<file path="config.mk">
export PLATFORM = sky130hd
export DESIGN_NAME = vec_sub_pipe_flat
export DESIGN_NICKNAME = d
export VERILOG_FILES = /design/src/rtl/vec_sub_pipe_if.sv /design/src/rtl/vec_sub_pipe.sv /design/src/flat_wrapper.sv
export SDC_FILE = /design/constraint.sdc
export NUM_CORES = 1
export LEC_CHECK = 0
export ABC_AREA = 1
export BUFFER_PORTS_ARGS = -buffer_cell sky130_fd_sc_hd__buf_2
export CELL_PAD_IN_SITES_DETAIL_PLACEMENT = 0
export CELL_PAD_IN_SITES_GLOBAL_PLACEMENT = 1
export CORE_MARGIN = 2
export CORE_UTILIZATION = 43
export DETAILED_ROUTE_END_ITERATION = 8
export GPL_TIMING_DRIVEN = 0
export PLACE_DENSITY = 0.88
export SLEW_MARGIN = 15
export SYNTH_ARGS = -nofsm -noshare
export SYNTH_HDL_FRONTEND = slang
export SYNTH_SLANG_ARGS = --single-unit
export TNS_END_PERCENT = 5
</file>
<file path="constraint.sdc">
create_clock -name clk_i -period 7.32 [get_ports clk_i]
set_clock_uncertainty 0.05 [all_clocks]
set_input_delay 0.366 -clock clk_i [delete_from_list [all_inputs] [get_ports clk_i]]
set_output_delay 0.366 -clock clk_i [all_outputs]
set_load 0.05 [all_outputs]
</file>
<file path="src/rtl/vec_sub_pipe_if.sv">
// Operand-issue and writeback handshake bundle for the pipelined vector subtractor.
// No logic and no latency of its own; it only carries signals.
// Back-pressure is carried on ready_o (toward issue) and ready_i (from writeback).
interface vec_sub_pipe_if #(
  parameter int BITS = 48
);
  logic            valid_i;
  logic            ready_o;
  logic [BITS-1:0] a_i;
  logic [BITS-1:0] b_i;
  logic            bin_i;
  logic            valid_o;
  logic            ready_i;
  logic [BITS-1:0] d_o;
  logic            bout_o;
  logic            zero_o;
  logic            ovf_o;

  // Environment side: issues operands and consumes results.
  modport master (
    output valid_i, a_i, b_i, bin_i, ready_i,
    input  ready_o, valid_o, d_o, bout_o, zero_o, ovf_o
  );

  // Subtractor side.
  modport slave (
    input  valid_i, a_i, b_i, bin_i, ready_i,
    output ready_o, valid_o, d_o, bout_o, zero_o, ovf_o
  );
endinterface

</file>
<file path="src/rtl/vec_sub_pipe.sv">
// Two-stage pipelined subtractor D = A - B - bin with borrow-out, zero and signed-overflow flags.
// Latency 2 cycles from input handshake to valid_o; throughput 1 op/cycle.
// Holds at most 2 ops; ready_o drops only when both stages are full and the consumer stalls.
module vec_sub_pipe #(
  parameter int BITS  = 48,
  parameter int SPLIT = 24
) (
  input  logic          clk_i,
  input  logic          rst_ni,
  vec_sub_pipe_if.slave bus
);

  localparam int NBLK = BITS / 4;
  localparam int SBLK = SPLIT / 4;
  localparam int HI   = BITS - SPLIT;

  // Stage 1: low result half plus everything the upper half still needs.
  logic            s1_valid;
  logic [SPLIT-1:0] s1_lo;
  logic            s1_c;
  logic [HI-1:0]   s1_ahi;
  logic [HI-1:0]   s1_nbhi;
  logic            s1_amsb;
  logic            s1_bmsb;

  // Stage 2: final result and flags, driven straight to the outputs.
  logic            s2_valid;
  logic [BITS-1:0] s2_d;
  logic            s2_bout;
  logic            s2_zero;
  logic            s2_ovf;

  logic s2_free;
  logic s1_adv;
  logic in_hs;

  assign s2_free     = !s2_valid || bus.ready_i;
  assign s1_adv      = s1_valid && s2_free;
  assign bus.ready_o = !s1_valid || s2_free;
  assign in_hs       = bus.valid_i && bus.ready_o;

  // One shared lookahead adder: the low blocks see the live operands (A + ~B + ~bin),
  // the high blocks see the stage-1 fields with the registered split carry.
  logic [BITS-1:0] add_x;
  logic [BITS-1:0] add_y;
  logic [BITS-1:0] add_sum;
  logic [NBLK-1:0] blk_g;
  logic [NBLK-1:0] blk_p;
  logic [NBLK-1:0] blk_cin;
  logic            lo_cout;
  logic            hi_cout;

  assign add_x = {s1_ahi, bus.a_i[SPLIT-1:0]};
  assign add_y = {s1_nbhi, ~bus.b_i[SPLIT-1:0]};

  for (genvar k = 0; k < NBLK; k++) begin : g_blk
    logic [3:0] x;
    logic [3:0] y;
    logic [3:0] g;
    logic [3:0] p;
    logic [3:0] c;

    assign x = add_x[4*k +: 4];
    assign y = add_y[4*k +: 4];
    assign g = x & y;
    assign p = x ^ y;

    // In-block lookahead: every carry is a flat function of g/p and the block carry-in.
    assign c[0] = blk_cin[k];
    assign c[1] = g[0] | (p[0] & c[0]);
    assign c[2] = g[1] | (p[1] & g[0]) | (p[1] & p[0] & c[0]);
    assign c[3] = g[2] | (p[2] & g[1]) | (p[2] & p[1] & g[0]) | (p[2] & p[1] & p[0] & c[0]);

    assign blk_g[k] = g[3] | (p[3] & g[2]) | (p[3] & p[2] & g[1]) | (p[3] & p[2] & p[1] & g[0]);
    assign blk_p[k] = &p;

    assign add_sum[4*k +: 4] = p ^ c;
  end

  // Block-level carry chain from group generate/propagate; the chain restarts at the
  // split with the carry captured in stage 1.
  always_comb begin
    logic c;
    blk_cin = '0;
    lo_cout = 1'b0;
    c       = ~bus.bin_i;
    for (int k = 0; k < NBLK; k++) begin
      if (k == SBLK) begin
        lo_cout = c;
        c       = s1_c;
      end
      blk_cin[k] = c;
      c          = blk_g[k] | (blk_p[k] & c);
    end
    hi_cout = c;
  end

  logic [BITS-1:0] d_next;
  logic            bout_next;
  logic            zero_next;
  logic            ovf_next;

  assign d_next    = {add_sum[BITS-1:SPLIT], s1_lo};
  assign bout_next = ~hi_cout;
  assign zero_next = (d_next == '0);
  assign ovf_next  = (s1_amsb != s1_bmsb) && (d_next[BITS-1] != s1_amsb);

  // Stage occupancy: S1 fills on accept and empties on advance; S2 fills on advance
  // and empties when the consumer takes it with nothing behind.
  always_ff @(posedge clk_i or negedge rst_ni) begin
    if (!rst_ni) begin
      s1_valid <= 1'b0;
      s2_valid <= 1'b0;
    end else begin
      if (in_hs) begin
        s1_valid <= 1'b1;
      end else if (s1_adv) begin
        s1_valid <= 1'b0;
      end
      if (s1_adv) begin
        s2_valid <= 1'b1;
      end else if (bus.ready_i) begin
        s2_valid <= 1'b0;
      end
    end
  end

  // Stage-1 data capture, only on an accepted op.
  always_ff @(posedge clk_i or negedge rst_ni) begin
    if (!rst_ni) begin
      s1_lo   <= '0;
      s1_c    <= 1'b0;
      s1_ahi  <= '0;
      s1_nbhi <= '0;
      s1_amsb <= 1'b0;
      s1_bmsb <= 1'b0;
    end else if (in_hs) begin
      s1_lo   <= add_sum[SPLIT-1:0];
      s1_c    <= lo_cout;
      s1_ahi  <= bus.a_i[BITS-1:SPLIT];
      s1_nbhi <= ~bus.b_i[BITS-1:SPLIT];
      s1_amsb <= bus.a_i[BITS-1];
      s1_bmsb <= bus.b_i[BITS-1];
    end
  end

  // Stage-2 data capture, only when S1 advances; otherwise results hold for the consumer.
  always_ff @(posedge clk_i or negedge rst_ni) begin
    if (!rst_ni) begin
      s2_d    <= '0;
      s2_bout <= 1'b0;
      s2_zero <= 1'b0;
      s2_ovf  <= 1'b0;
    end else if (s1_adv) begin
      s2_d    <= d_next;
      s2_bout <= bout_next;
      s2_zero <= zero_next;
      s2_ovf  <= ovf_next;
    end
  end

  assign bus.valid_o = s2_valid;
  assign bus.d_o     = s2_d;
  assign bus.bout_o  = s2_bout;
  assign bus.zero_o  = s2_zero;
  assign bus.ovf_o   = s2_ovf;

endmodule

</file>
<file path="src/flat_wrapper.sv">
// flat-port wrapper written by rule: the top's interface ports become plain ports
module vec_sub_pipe_flat 
#(
  parameter int BITS  = 48,
  parameter int SPLIT = 24
)
  (clk_i, rst_ni, bus_valid_i, bus_a_i, bus_b_i, bus_bin_i, bus_ready_i, bus_ready_o, bus_valid_o, bus_d_o, bus_bout_o, bus_zero_o, bus_ovf_o);
  vec_sub_pipe_if #(.BITS(BITS)) bus_i ();
  input  logic clk_i;
  input  logic rst_ni;
  input wire logic [$bits(bus_i.valid_i)-1:0] bus_valid_i;
  input wire logic [$bits(bus_i.a_i)-1:0] bus_a_i;
  input wire logic [$bits(bus_i.b_i)-1:0] bus_b_i;
  input wire logic [$bits(bus_i.bin_i)-1:0] bus_bin_i;
  input wire logic [$bits(bus_i.ready_i)-1:0] bus_ready_i;
  output wire logic [$bits(bus_i.ready_o)-1:0] bus_ready_o;
  output wire logic [$bits(bus_i.valid_o)-1:0] bus_valid_o;
  output wire logic [$bits(bus_i.d_o)-1:0] bus_d_o;
  output wire logic [$bits(bus_i.bout_o)-1:0] bus_bout_o;
  output wire logic [$bits(bus_i.zero_o)-1:0] bus_zero_o;
  output wire logic [$bits(bus_i.ovf_o)-1:0] bus_ovf_o;
  assign bus_i.valid_i = bus_valid_i;
  assign bus_i.a_i = bus_a_i;
  assign bus_i.b_i = bus_b_i;
  assign bus_i.bin_i = bus_bin_i;
  assign bus_i.ready_i = bus_ready_i;
  assign bus_ready_o = bus_i.ready_o;
  assign bus_valid_o = bus_i.valid_o;
  assign bus_d_o = bus_i.d_o;
  assign bus_bout_o = bus_i.bout_o;
  assign bus_zero_o = bus_i.zero_o;
  assign bus_ovf_o = bus_i.ovf_o;
  vec_sub_pipe #(.BITS(BITS), .SPLIT(SPLIT)) u_core (.clk_i(clk_i), .rst_ni(rst_ni), .bus(bus_i));
endmodule
</file>
After elaboration in Yosys (flattened, before gate mapping)
Cells that the tools add are included.

storage, ports and cells
  flip-flop bits (word level) = 128
  output and inout port bits = 53
  logic and storage cells = 380
  input port bits = 101

cells by class
  mux-type cells = 4
  bitwise logic cells = 340
  reductions and logical operators = 22
  equal/unequal tests = 2

operator list
  cell                 count
  1-bit bitwise AND    180
  1-bit OR             120
  4-bit XOR            24
  4-bit bitwise AND    12
  48-bit zero test     1
  24-bit NOT           2
  4-bit AND reduction  12
  1-bit 2-to-1 mux     4
  2-bit nonzero test   2
  1-bit logical AND    3
  1-bit zero test      2
  1-bit logical OR     2
  1-bit != test        2
  1-bit NOT            2

Longest topological paths before layout
  depth in word-level cells = 19
  gate-level depth with buffers = 30
  depth with buffers taken out = 30

Least setup slack after synthesis
No wires, ideal clock.

  path kind = flip-flop to flip-flop
  from = register u_core.s1_nbhi[3]
  to = register u_core.s2_zero, in the netlist u_core.bus.zero_o
  data required time = 7204 ps
  path slack = 4176 ps
  clock period less this slack = 3144 ps
  path buffers = 0
  cell stages (with the launch flop) = 30
  setup time = 66 ps
  data arrival time = 3028 ps
  path through = dfrtp_1 ha_1 nand2_1 nand2_1 nor2_2 nand3_2 nand2_2 nand2_2 nand2_2 nand2_4 nand2_2 nand2_4 nand2_2 nand2_4 fa_1 inv_1 nand3_1 nor2_1 nand2_1 nor2_1 nand4_1 nor2_1 nand2_1 nor2_1 nand2_1 nor2_1 nand3_1 nor2_1 nand2_1 nand2_1

between the ends
  elaborated cells on any way between the ends = 58
  classes of those cells = 56 x bitwise; 2 x reduce/logical

RTL lines
  item                                                               line                 source
  start, declared                                                    vec_sub_pipe.sv:22   logic [HI-1:0] s1_nbhi;
  start signal, assigned                                             vec_sub_pipe.sv:141  s1_nbhi <= ~bus.b_i[BITS-1:SPLIT];
  4-bit XOR                                                          vec_sub_pipe.sv:66   assign p = x ^ y;
  1-bit bitwise AND                                                  vec_sub_pipe.sv:74   assign blk_g[k] = g[3] | (p[3] & g[2]) | (p[3] & p[2] & g[1]) | (p[3] & p[2] & p[1] & g[0]);
  1-bit OR / 1-bit bitwise AND (equally long branches) (2 in a row)  vec_sub_pipe.sv:74
  1-bit OR                                                           vec_sub_pipe.sv:74
  1-bit OR *                                                         vec_sub_pipe.sv:93   c = blk_g[k] | (blk_p[k] & c);
  1-bit bitwise AND *                                                vec_sub_pipe.sv:93
  1-bit OR *                                                         vec_sub_pipe.sv:93
  1-bit bitwise AND *                                                vec_sub_pipe.sv:93
  1-bit OR *                                                         vec_sub_pipe.sv:93
  1-bit bitwise AND *                                                vec_sub_pipe.sv:93
  1-bit OR *                                                         vec_sub_pipe.sv:93
  1-bit bitwise AND *                                                vec_sub_pipe.sv:93
  1-bit OR *                                                         vec_sub_pipe.sv:93
  4-bit XOR *                                                        vec_sub_pipe.sv:77   assign add_sum[4*k +: 4] = p ^ c;
  named net u_core.add_sum[44]                                       vec_sub_pipe.sv:46   logic [BITS-1:0] add_sum;
  48-bit zero test *                                                 vec_sub_pipe.sv:105  assign zero_next = (d_next == '0);
  end signal, assigned                                               vec_sub_pipe.sv:157  s2_zero <= zero_next;
  end, declared                                                      vec_sub_pipe.sv:30   logic s2_zero;

The timed path passes the listed nets; every way through them passes the cells marked *.
A chain may end at the register's enable or synchronous reset.

Final worst setup path
  from = register u_core.s1_nbhi[9]
  to = register u_core.s2_zero, in the netlist u_core.bus.zero_o

between the ends
  elaborated cells on any way between the ends = 50
  classes of those cells = 48 x bitwise; 2 x reduce/logical

RTL lines
  item                                                   line
  4-bit bitwise AND / 4-bit XOR (equally long branches)  vec_sub_pipe.sv:65, vec_sub_pipe.sv:66
  1-bit bitwise AND                                      vec_sub_pipe.sv:74
  1-bit OR / 1-bit bitwise AND (equally long branches)   vec_sub_pipe.sv:74
  1-bit OR                                               vec_sub_pipe.sv:74
  1-bit OR *                                             vec_sub_pipe.sv:93
  1-bit bitwise AND *                                    vec_sub_pipe.sv:93
  1-bit OR *                                             vec_sub_pipe.sv:93
  1-bit bitwise AND *                                    vec_sub_pipe.sv:93
  1-bit OR *                                             vec_sub_pipe.sv:93
  4-bit XOR *                                            vec_sub_pipe.sv:77
  named net u_core.add_sum[44]                           vec_sub_pipe.sv:46
  48-bit zero test *                                     vec_sub_pipe.sv:105

Marks and branches as above.

==> flow_summary.yaml <==
run:
  max_cap_violations: 0
route:
  viasPerCell: 4.73
  drtPass1Iterations: 4
  wl_per_cell_microns: 13.8
  num_vias: 5925
  drc_errors: 0
  drt-total-wl_microns: 17300
  drt-initial-drc-count: 320
  antenna_left: 0
placement:
  place_congestion: 0.828
  dp_hpwl_microns: 13200
  preCtsSetupSlack_ps: 3690
  port_buffers: 153
clock_network:
  ctsHoldBuffers: 1
  post_cts_buffers: 0
  post_cts_resize_count: 0
  cts_tree: "done"
  clk_path_buf_depth: 2
  cts_buffers: 17
  clk_latency_ps: 410
  cts.clk_slew.worst_paths_ps: 60
  cts.sinks: 127
  htree_levels: 4
  cts_root_buf: "clkbuf_16"
power_and_ir_drop:
  peakVddDrop_mv: 0.192
  p_leak_nw: 4.74
  powerDensity_nw_per_um2: 358
cells_and_area:
  drive_gt1_share_pct: 20.0
  fillCellCount: 1525
  antenna_cells: 0
  flow.area_growth_from_synthesis_pct: 24.1
  layout_common_cells: "292 x nand2_1, 153 x buf_2, 127 x dfrtp_1"
  final_common_cell: "nand2_1"
  num-nets-final: 1185
global_routing:
  grt_overflow: 0
  grt_busiest_layer: "met2"
  grt_use_total_pct: 21.5
  grt_pass1_vias: 5676
  use_met3_pct: 5.70
  grt_max_degree: 86
  grtUsageMet1_pct: 28.6
  use_met2_pct: 34.9
  grt_pass1_wl_microns: 28100
  grt_antenna_before_repair: 0
critical_path:
  path_class: "reg2reg"
  path_buf_inv: 1
  cp_max_fo: 3
  critPathCaptureType: "flop"
  rrSetupSlack_ps: 3730
  cpMostUsedCell: "nor2_1"
  crit_path_start_kind: "flop"
  worstPathArrival_ps: 3890
  path_delay_family: "simple AND/OR/NAND/NOR gates"
  critical_path.max_stage_delay_ps: 500
  slowest_stage: "fa_1"
  crit_required_ps: 7630
logic_synthesis:
  ys_seq_area_share_pct: 45.9
  synth-seq-cells: 127
  ys.warnings.count: 0
  synthCells: 850
  syn_nets: 1011
  syn_avg_cell_area_sq_um: 8.14
  synthDistinctLibCells: 31
  netlist_area_sq_um: 6920
floorplanning:
  core_sq_um: 15800
  die_area_sq_um: 17100
  die_height_microns: 131
  num_rows: 46
  pin_count: 154
  die_w_microns: 131
  initial_utilization_pct: 43.7
status:
  status: "completed"
sta:
  period_share_pct: 49.0
  max_freq_mhz: 279
  setup_viol: 0
  min_period_ps: 3590
  rsz0062_at_grt: "no"
  finalHoldViolCount: 0
  slew_viol_final: 0
  tightest_slew_ps: 810
  final.setup.tns_ps: 0
  max-slew-margin-rel_pct: 46.0
  setup_ws_ps: 3730
min_path:
  min_path_type: "in2reg"
[flip-flops by register name (all words and copies together), names as in the netlist]
register	flops
u_core.bus.d_o	48
u_core.s1_lo	24
u_core.s1_nbhi	24
u_core.s1_ahi	23
u_core.bus.bout_o	1
u_core.bus.ovf_o	1
u_core.bus.valid_o	1
u_core.bus.zero_o	1
u_core.s1_amsb	1
u_core.s1_bmsb	1
u_core.s1_c	1
u_core.s1_valid	1
[through the flow]
| step | cell area [sq um] | util (%) | std cells | hold WS [ps] | total power, mW |
|---|---|---|---|---|---|
| floorplan | 6920 | - | 850 | 20.4 | 1.89 |
| global placement | 7960 | 50.3 | 1219 | 410 | 2.23 |
| detailed placement | 7990 | 50.5 | 1220 | 262 | 2.25 |
| CTS | 8590 | 54.3 | 1253 | 74.8 | 3.10 |
| global route | 8590 | 54.3 | 1253 | 73.0 | 3.28 |
| finish | 8590 | 54.3 | 1253 | 84.4 | 3.08 |
[final timing paths]
| check | from | to | depth (start not counted) |
|---|---|---|---|
| max | u_core.s1_nbhi[9] | u_core.bus.zero_o | 25 |
| min | bus_b_i[44] | u_core.s1_nbhi[20] | 2 |
| max reg2reg | u_core.s1_nbhi[9] | u_core.bus.zero_o | 25 |
| min reg2reg | u_core.bus.d_o[0] | u_core.bus.d_o[0] | 2 |
| max in group asynchronous | rst_ni | u_core.bus.d_o[5] | 3 |
| min in group asynchronous | rst_ni | u_core.s1_nbhi[5] | 2 |
[layer usage]
layer | wire (microns) | part of all wire, %
met2 | 7990 | 46
met4 | 236 | 1.4
met1 | 8120 | 47
met5 | 0 | 0
met3 | 920 | 5.3
[synth_stat cells]
library cell	instances	area (sq um)
clkbuf_1	23	86.3
o21ai_2	1	8.76
nor2_1	56	210
or2_2	1	6.26
nand3_1	34	170
a22o_1	1	8.76
a31oi_1	7	43.8
nand2_2	9	56.3
ha_1	48	601
nand2_4	5	56.3
xor2_1	12	105
nand4_1	4	25.0
nand3_2	3	30.0
inv_1	93	349
buf_1	2	7.51
fa_1	12	240
a21oi_1	22	110
nand3b_1	2	15.0
a211oi_1	1	7.51
dfrtp_1	127	3180
buf_2	1	5.00
nand2_1	292	1100
a32o_1	1	10.0
nor2_2	1	6.26
xnor2_1	6	52.6
o22ai_1	1	6.26
nor3_1	2	10.0
inv_2	1	3.75
o21ai_0	80	400
a21oi_2	1	8.76
o21bai_1	1	7.51
[cell type report]
| type | instances | area, sq um | area share [%] |
|---|---|---|---|
| clock buffer | 20 | 447 | 5.20 |
| multi-input combinational | 603 | 3290 | 38.3 |
| inverter | 94 | 353 | 4.11 |
| sequential | 127 | 3180 | 37.0 |
| buffer | 26 | 98.8 | 1.15 |
| tap | 216 | 270 | 3.15 |
| timing repair buffer | 155 | 810 | 9.42 |
| clock inverter | 12 | 143 | 1.66 |
[kinds of logic (layout without fill, tap and decap cells)]
family	after synthesis	count (layout)	share of synthesized area, %
simple gates	409	409	24.3
fa+ha+maj	60	60	12.1
buf+inv	120	307	6.53
xor+xnor	18	18	2.28
flops	127	127	45.9
compound gates	116	116	8.84
[worst register-to-register path: stages (launching register included)]
cell and delay (ps):
dfrtp_1 380, ha_1 340, a21oi_1 250, o21ai_0 120, a21oi_1 230, nand2_4 100
nand2_2 80, nand2_4 60, nand2_2 90, nand2_4 80, fa_1 500, inv_1 90
nand3_1 80, nor2_1 100, nand2_1 70, nor2_1 90, nand4_1 110, nor2_1 110
nand2_1 60, nor2_1 90, nand2_1 50, nor2_1 130, nand3_1 90, nor2_1 90
nand2_1 50, nand2_1 50
[where the power goes]
part / switching [mW] / internal (mW) / leakage (nW)
combinational: 0.878 / 0.327 / 2.89
sequential: 0.136 / 0.894 / 1.55
clock: 0.301 / 0.540 / 0.297
total: 1.32 / 1.76 / 4.74
Power figures use the tool's default switching activity.
